File: src/rtl/alu_port_arbiter.sv
// Round-robin arbiter sharing the frame memory processing port
// between two requesters, with bounded bursts and tagged read return.
module alu_port_arbiter #(
    parameter int unsigned RADDR_W = 13,
    parameter int unsigned WADDR_W = 19,
    parameter int unsigned DATA_W  = 12,
    parameter int unsigned RD_LAT  = 2,
    parameter int unsigned BURST   = 4
) (
    input  logic               CLK100MHZ,
    input  logic               rst_n,
    input  logic               req0,
    input  logic               req1,
    input  logic               we0,
    input  logic               we1,
    input  logic [WADDR_W-1:0] addr0,
    input  logic [WADDR_W-1:0] addr1,
    input  logic [DATA_W-1:0]  wdata0,
    input  logic [DATA_W-1:0]  wdata1,
    output logic               gnt0,
    output logic               gnt1,
    output logic               rvalid0,
    output logic               rvalid1,
    output logic [DATA_W-1:0]  rdata,
    output logic [RADDR_W-1:0] raddr_alu,
    output logic [WADDR_W-1:0] waddr_alu,
    output logic [DATA_W-1:0]  wdata_alu,
    output logic               wen_alu,
    input  logic [DATA_W-1:0]  rdata_alu
);

    localparam logic [3:0] BMAX = 4'(BURST);

    logic               ptr_q, ptr_d;
    logic               last_q, last_d;
    logic [3:0]         bcnt_q, bcnt_d;
    logic [3:0]         cnt_nx;
    logic               win;
    logic               gnt_any;
    logic               other;
    logic               sel_we;
    logic [WADDR_W-1:0] sel_addr;
    logic [DATA_W-1:0]  sel_wdata;

    logic               wen_q;
    logic [RADDR_W-1:0] raddr_q;
    logic [WADDR_W-1:0] waddr_q;
    logic [DATA_W-1:0]  wdata_q;
    logic [RD_LAT:0]    tv_q;
    logic [RD_LAT:0]    to_q;

    // Arbitration state: priority pointer, last owner, burst count
    always_ff @(posedge CLK100MHZ or negedge rst_n) begin
        if (!rst_n) begin
            ptr_q  <= 1'b0;
            last_q <= 1'b0;
            bcnt_q <= '0;
        end else begin
            ptr_q  <= ptr_d;
            last_q <= last_d;
            bcnt_q <= bcnt_d;
        end
    end

    // Next arbitration state; pointer follows the winner unless the burst expires
    always_comb begin
        ptr_d  = ptr_q;
        last_d = last_q;
        bcnt_d = bcnt_q;
        cnt_nx = 4'd1;
        other  = win ? req0 : req1;
        if (gnt_any) begin
            if (win == last_q && bcnt_q != '0) begin
                cnt_nx = (bcnt_q >= BMAX) ? BMAX : bcnt_q + 4'd1;
            end
            last_d = win;
            if (cnt_nx == BMAX && other) begin
                ptr_d  = ~win;
                bcnt_d = '0;
            end else begin
                ptr_d  = win;
                bcnt_d = cnt_nx;
            end
        end
    end

    // Winner select, grant strobes and selected request fields
    always_comb begin
        unique case (1'b1)
            (req0 & ~req1): win = 1'b0;
            (req1 & ~req0): win = 1'b1;
            default:        win = ptr_q;
        endcase
        gnt_any   = (req0 | req1) & rst_n;
        gnt0      = gnt_any & ~win;
        gnt1      = gnt_any & win;
        sel_we    = win ? we1 : we0;
        sel_addr  = win ? addr1 : addr0;
        sel_wdata = win ? wdata1 : wdata0;
    end

    // Registered memory-side port; addresses and data hold while idle
    always_ff @(posedge CLK100MHZ or negedge rst_n) begin
        if (!rst_n) begin
            wen_q   <= 1'b0;
            raddr_q <= '0;
            waddr_q <= '0;
            wdata_q <= '0;
        end else begin
            wen_q <= gnt_any & sel_we;
            if (gnt_any && !sel_we) begin
                raddr_q <= sel_addr[RADDR_W-1:0];
            end
            if (gnt_any && sel_we) begin
                waddr_q <= sel_addr;
                wdata_q <= sel_wdata;
            end
        end
    end

    // Read tag pipe; tail lines up with rdata_alu from the memory
    always_ff @(posedge CLK100MHZ or negedge rst_n) begin
        if (!rst_n) begin
            tv_q <= '0;
            to_q <= '0;
        end else begin
            tv_q <= {tv_q[RD_LAT-1:0], gnt_any & ~sel_we};
            to_q <= {to_q[RD_LAT-1:0], win};
        end
    end

    // Output drive and read return routing
    always_comb begin
        raddr_alu = raddr_q;
        waddr_alu = waddr_q;
        wdata_alu = wdata_q;
        wen_alu   = wen_q;
        rdata     = rdata_alu;
        rvalid0   = tv_q[RD_LAT] & ~to_q[RD_LAT];
        rvalid1   = tv_q[RD_LAT] & to_q[RD_LAT];
    end

endmodule

File: config.mk
export PLATFORM = sky130hd
export DESIGN_NAME = alu_port_arbiter
export DESIGN_NICKNAME = d
export VERILOG_FILES = /design/src/rtl/alu_port_arbiter.sv
export SDC_FILE = /design/constraint.sdc
export NUM_CORES = 1
export LEC_CHECK = 0
export BUFFER_PORTS_ARGS = -buffer_cell sky130_fd_sc_hd__buf_2
export CORE_MARGIN = 2
export CORE_UTILIZATION = 45
export CTS_CLUSTER_DIAMETER = 200
export DETAILED_ROUTE_END_ITERATION = 8
export MAX_ROUTING_LAYER = met4
export PLACE_DENSITY = 0.79
export RECOVER_POWER = 50
export SLEW_MARGIN = 30
export SYNTH_ARGS = -nofsm -noshare
export SYNTH_HDL_FRONTEND = slang
export SYNTH_SLANG_ARGS = --single-unit
File: constraint.sdc
create_clock -name CLK100MHZ -period 2.3 [get_ports CLK100MHZ]
set_input_delay 0.23 -clock CLK100MHZ [delete_from_list [all_inputs] [get_ports CLK100MHZ]]
set_output_delay 0.23 -clock CLK100MHZ [all_outputs]
set_load 0.03 [all_outputs]
## Word level (Yosys, flattened, before mapping)

Index checks and enable logic that the tools add are counted.

| storage, ports and cells | value |
|---|---|
| register bits after elaboration | 57 |
| input bits | 80 |

| cells by class | value |
|---|---|
| $add $sub $neg | 1 |
| order comparisons | 1 |
| equality and inequality tests | 2 |
| mux-type cells | 10 |
| bitwise operators | 15 |
| reductions and logical operators | 6 |

Operators with widths:

| operator | number |
|---|---|
| two-way mux 19 bit | 1 |
| two-way mux 4 bit | 4 |
| two-way mux 12 bit | 1 |
| AND 1 bit | 9 |
| inverter 1 bit | 5 |
| adder 4 x 1 -> 4 bit (second input constant) | 1 |
| == test 4 x 3 -> 1 bit (second input constant) | 1 |
| >= comparator 4 x 3 -> 1 bit (second input constant) | 1 |
| logical AND 1 bit | 4 |
| nonzero test 4 bit | 1 |
| two-way mux 1 bit | 3 |
| case mux 1 bit (2 select lines) | 1 |
| == test 1 bit | 1 |
| zero test 1 bit | 1 |
| bitwise OR 1 bit | 1 |

## Logic depth before layout (Yosys ltp)

| logic depth | value |
|---|---|
| depth in word-level cells | 10 |
| depth in mapped cells | 8 |
| gate-level depth less buffers | 7 |

## Worst setup path before layout

No wires, ideal clock.

| path | value |
|---|---|
| path type | input-to-reg |
| from | in req0 |
| to | reg raddr_q[0] (netlist: raddr_alu[0]) |
| arrival | 1875 ps |
| data required time | 2175 ps |
| setup slack | 300 ps |
| cell stages on the path | 7 |
| buffers on the path | 1 |
| cells stage by stage | inv_1 ha_1 mux2i_4 mux2i_2 nand2b_2 buf_6 mux2_4 |

| on the way | value |
|---|---|
| word-level cells in the longest chain between the ends | 6 |

RTL lines:

| what | RTL line | text |
|---|---|---|
| start, declared | 12 | `input logic req0,` |
| inverter 1 bit | 91 | `(req1 & ~req0): win = 1'b1;` |
| AND 1 bit | 91 |  |
| case mux 1 bit (2 select lines) | 89 | `unique case (1'b1)` |
| two-way mux 1 bit | 97 | `sel_we = win ? we1 : we0;` |
| zero test 1 bit | 111 | `if (gnt_any && !sel_we) begin` |
| logical AND 1 bit | 111 |  |
| end signal, assigned | 112 | `raddr_q <= sel_addr[RADDR_W-1:0];` |
| end, declared | 46 | `logic [RADDR_W-1:0] raddr_q;` |

Several ways; a longest one is shown, not always the timed one.
A chain may end at the register's enable or synchronous reset.

## Worst setup path in the final report

| path | value |
|---|---|
| from | in req1 |
| to | out gnt0 |

| on the way | value |
|---|---|
| word-level cells in the longest chain between the ends | 5 |

RTL lines:

| what | RTL line | text |
|---|---|---|
| start, declared | 13 | `input logic req1,` |
| inverter 1 bit | 90 | `(req0 & ~req1): win = 1'b0;` |
| AND 1 bit | 90 |  |
| case mux 1 bit (2 select lines) | 89 |  |
| inverter 1 bit | 95 | `gnt0 = gnt_any & ~win;` |
| AND 1 bit * | 95 |  |
| end, declared | 20 | `output logic gnt0,` |

Mark *: on every way between the ends. The rest lies on a longest branch, timed or not.

==> impl_results.md <==
* Worst hold start: addr0[13]
* GR met1 Demand/Resource at a little over a fifth
* WL/cell at between 10 and 15 um
* LEAKAGE at ~1.9 nW
* Post-synth EDFFs at 0
* Layout area overhead at 27.4%
* RSZ-0062 raised after global routing: false
* Setup violations, final at 0
* CTS Hold Bufs at 0
* Final nets at around 450
* M2 GR Usage at between 30% and 40%
* Post-DP HPWL at 4140 um
* Final hold violations at 0
* GR Overflow Total at 0
* Final ANT Viol Nets at 0
* GP Congestion at 0.760
* Slew Viols, Final at 0
* Top FF cell, synth: dfrtp_1
* DR iter-0 viols at between 80 and 90
* Fmax at between 400 and 500 MHz
* Die outline area at around 6800 um^2
* Post-Route WL at ~5900 um
* Count of distinct cell types in the synthesized netlist at 26
* ANT cells at 0
* Placed Area at around 3300 um^2
* Die height at approximately 80 um
* Fin area at around 3500 um^2
* CTS tree: yes
* Drc violations at 0
* Register area share after synthesis at 51.7%
* Antenna violations before repair at 0
* Cell repeated most along the worst path: buf_2
* Dpl cells at between 400 and 500
* Vias after detailed routing at between 2000 and 2500
* Worst-Skew Late Latency at slightly above 0.3 ns
* Number of global-route vias before repair at 1955
* Tmin final at 2.16 ns
* Pwr/cell area at 1260 nW/um^2
* Most used routing layer: met2
* Slowest cell delay on critical path at around 0.34 ns
* Req. time, crit path at between 2 and 2.5 ns
* Drt first pass iters at 4
* Slowest CP cell: ha_1
* Worst Setup End Kind: primary output
* Worst IR drop on VDD at about 0.65 mV
* Setup TNS at 0 ns
* Mapped Area at ~2800 um^2
* Async set-reset flop share out of synthesis at 100%
* WP data arrival at between 1.5 and 2 ns
* Vias per cell at ~4.8
* I/O Pins at ~140
* #FFs+latches synth at 57
* Crit path max fanout at 36
* Layout cells sized above 1 at 44.1%
* Non-Filler Instances at 449
* Top-area cell type share of the netlist area at around 52%
* Status: finished, final reports clean
* Critical-path cell list: buf_2, inv_1, ha_1, mux2i_4, buf_8, inv_4, nor2_1, buf_2
* Max_slew headroom at 9.00%
* CORE AREA at 5920 um^2
* CP startpoint kind: input port
* Max cap viols at 0
* Initial Util at between 40% and 50%
* I/O Buffers at ~120
* Clock sinks at 57
* Reg clk slew, reported paths at 0.06 ns
* First-pass GRT wire length at approximately 9000 um
* Area leader, netlist: dfrtp_1
* WS Path Type: input port to primary output
* Slew @ Worst Pin at approximately 1.4 ns
* Avg Cell Area, Syn at ~11 um^2
* Pin count of the biggest net entering global routing at 58
* Yosys warns at 0
* Total GRT Usage at between 10% and 20%
* CP Launch Point: req1
* RR Startpoint: ptr_q
* Root buffer cell: clkbuf_8
* Worst clock skew at approximately 0.0051 ns
* Bufs on Longest Clock Path at 2
* Syn nets at 344
* Htree depth at 3
* Chip width at between 80 and 90 um
* Synth Instances at 260
* Largest cells by area after synthesis: dfrtp_1 (52%), nand2_1 (13%), mux2_2 (12%)
* Std-Cell Rows at 28
* CTS Buf Count at 9
* Met3 GRT Util at between 4 and 5%
* Part of the cycle the worst path needs at between 90% and 100%
* Tightest Hold Check Type: input port to flip-flop
* Fin util at 59.3%
[per-layer routing]
metal / up-vias / routed length (um)
met5: - / 0
met4: 0 / 47
met3: 4 / 380
met2: 79 / 2960
met1: 1016 / 2540
li1: 1052 / -
[report_power, final]
group          internal, W  switching, W  total [W]
sequential         0.00137      0.000192    0.00156
combinational     0.000668       0.00121    0.00188
clock             0.000604      0.000377   0.000981
[metrics by stage]
stage               total power, W  setup slack (ns)  hold WS (ns)
global route               0.00469            0.0170         0.223
CTS                        0.00449            0.0810         0.102
finish                     0.00442             0.138         0.218
floorplan                  0.00295             0.300       -0.0656
detailed placement         0.00348            -0.177         0.336
global placement           0.00343           -0.0785         0.333
[repair_timing]
action                                  CTS  global route
endpoints found under the setup margin    1             1
gates resized for setup                   2             1
buffers inserted                          0             0
gates cloned                              0             0
[flip-flops by register name (all words and copies together), names as in the netlist]
name       cells
to_q           3
waddr_alu     19
raddr_alu     13
ptr_q          1
tv_q           3
wen_alu        1
last_q         1
bcnt_q         4
wdata_alu     12
[final timing paths]
kind / endpoint / slack (ns) / depth (start not counted)
worst max-delay path: gnt0 / 0.14 / 8
worst min-delay path: waddr_alu[13] / 0.22 / 4
worst max register to register: waddr_alu[1] / 0.34 / 5
worst min register to register: tv_q[2] / 0.35 / 0
max in group asynchronous: waddr_alu[18] / 1.08 / 2
min in group asynchronous: waddr_alu[13] / 0.41 / 2
[cell usage after synthesis (3+ instances only)]
cell and n:
nand2_1 98, dfrtp_1 57, mux2_2 30, buf_4 12, mux2_4 9, clkbuf_1 7, inv_1 6, mux2_1 5
buf_6 4, ha_1 4, and2_1 3, nand2b_1 3, nor2_1 3
[cells in the final DEF (no fill, tap or decap), drive strengths merged, types with 3 or more instances in the layout]
master	Yosys	layout
mux2	44	44
nand2b	4	4
clkinv	0	3
buf	16	105
dfrtp	57	57
clkbuf	7	26
nand2	98	98
ha	4	4
and2	3	3
inv	7	7
nor2	4	4
[worst max-delay path, delay by kind of cell]
family	cells	cell delay, ns
adders and majority gates	1	0.34
buffers and inverters	5	0.85
muxes	1	0.29
and+or+nand+nor	1	0.19
[cell families after synthesis]
| group | Yosys count | synth area share (%) |
|---|---|---|
| simple gates | 113 | 16.7 |
| flops | 57 | 51.7 |
| mux | 46 | 20.5 |
| buf+inv | 30 | 6.81 |
| compound gates | 10 | 2.50 |
| fa+ha+maj | 4 | 1.81 |
[cell type report]
cell class	count	area, um^2
Clock buffer	10	128
Clock inverter	6	82.6
Fill cell	543	2410
Inverter	7	28.8
Multi-Input combinational cell	173	1140
Sequential cell	57	1430
Tap cell	75	93.8
Timing Repair Buffer	121	609
(Power assumes the default switching activity.)
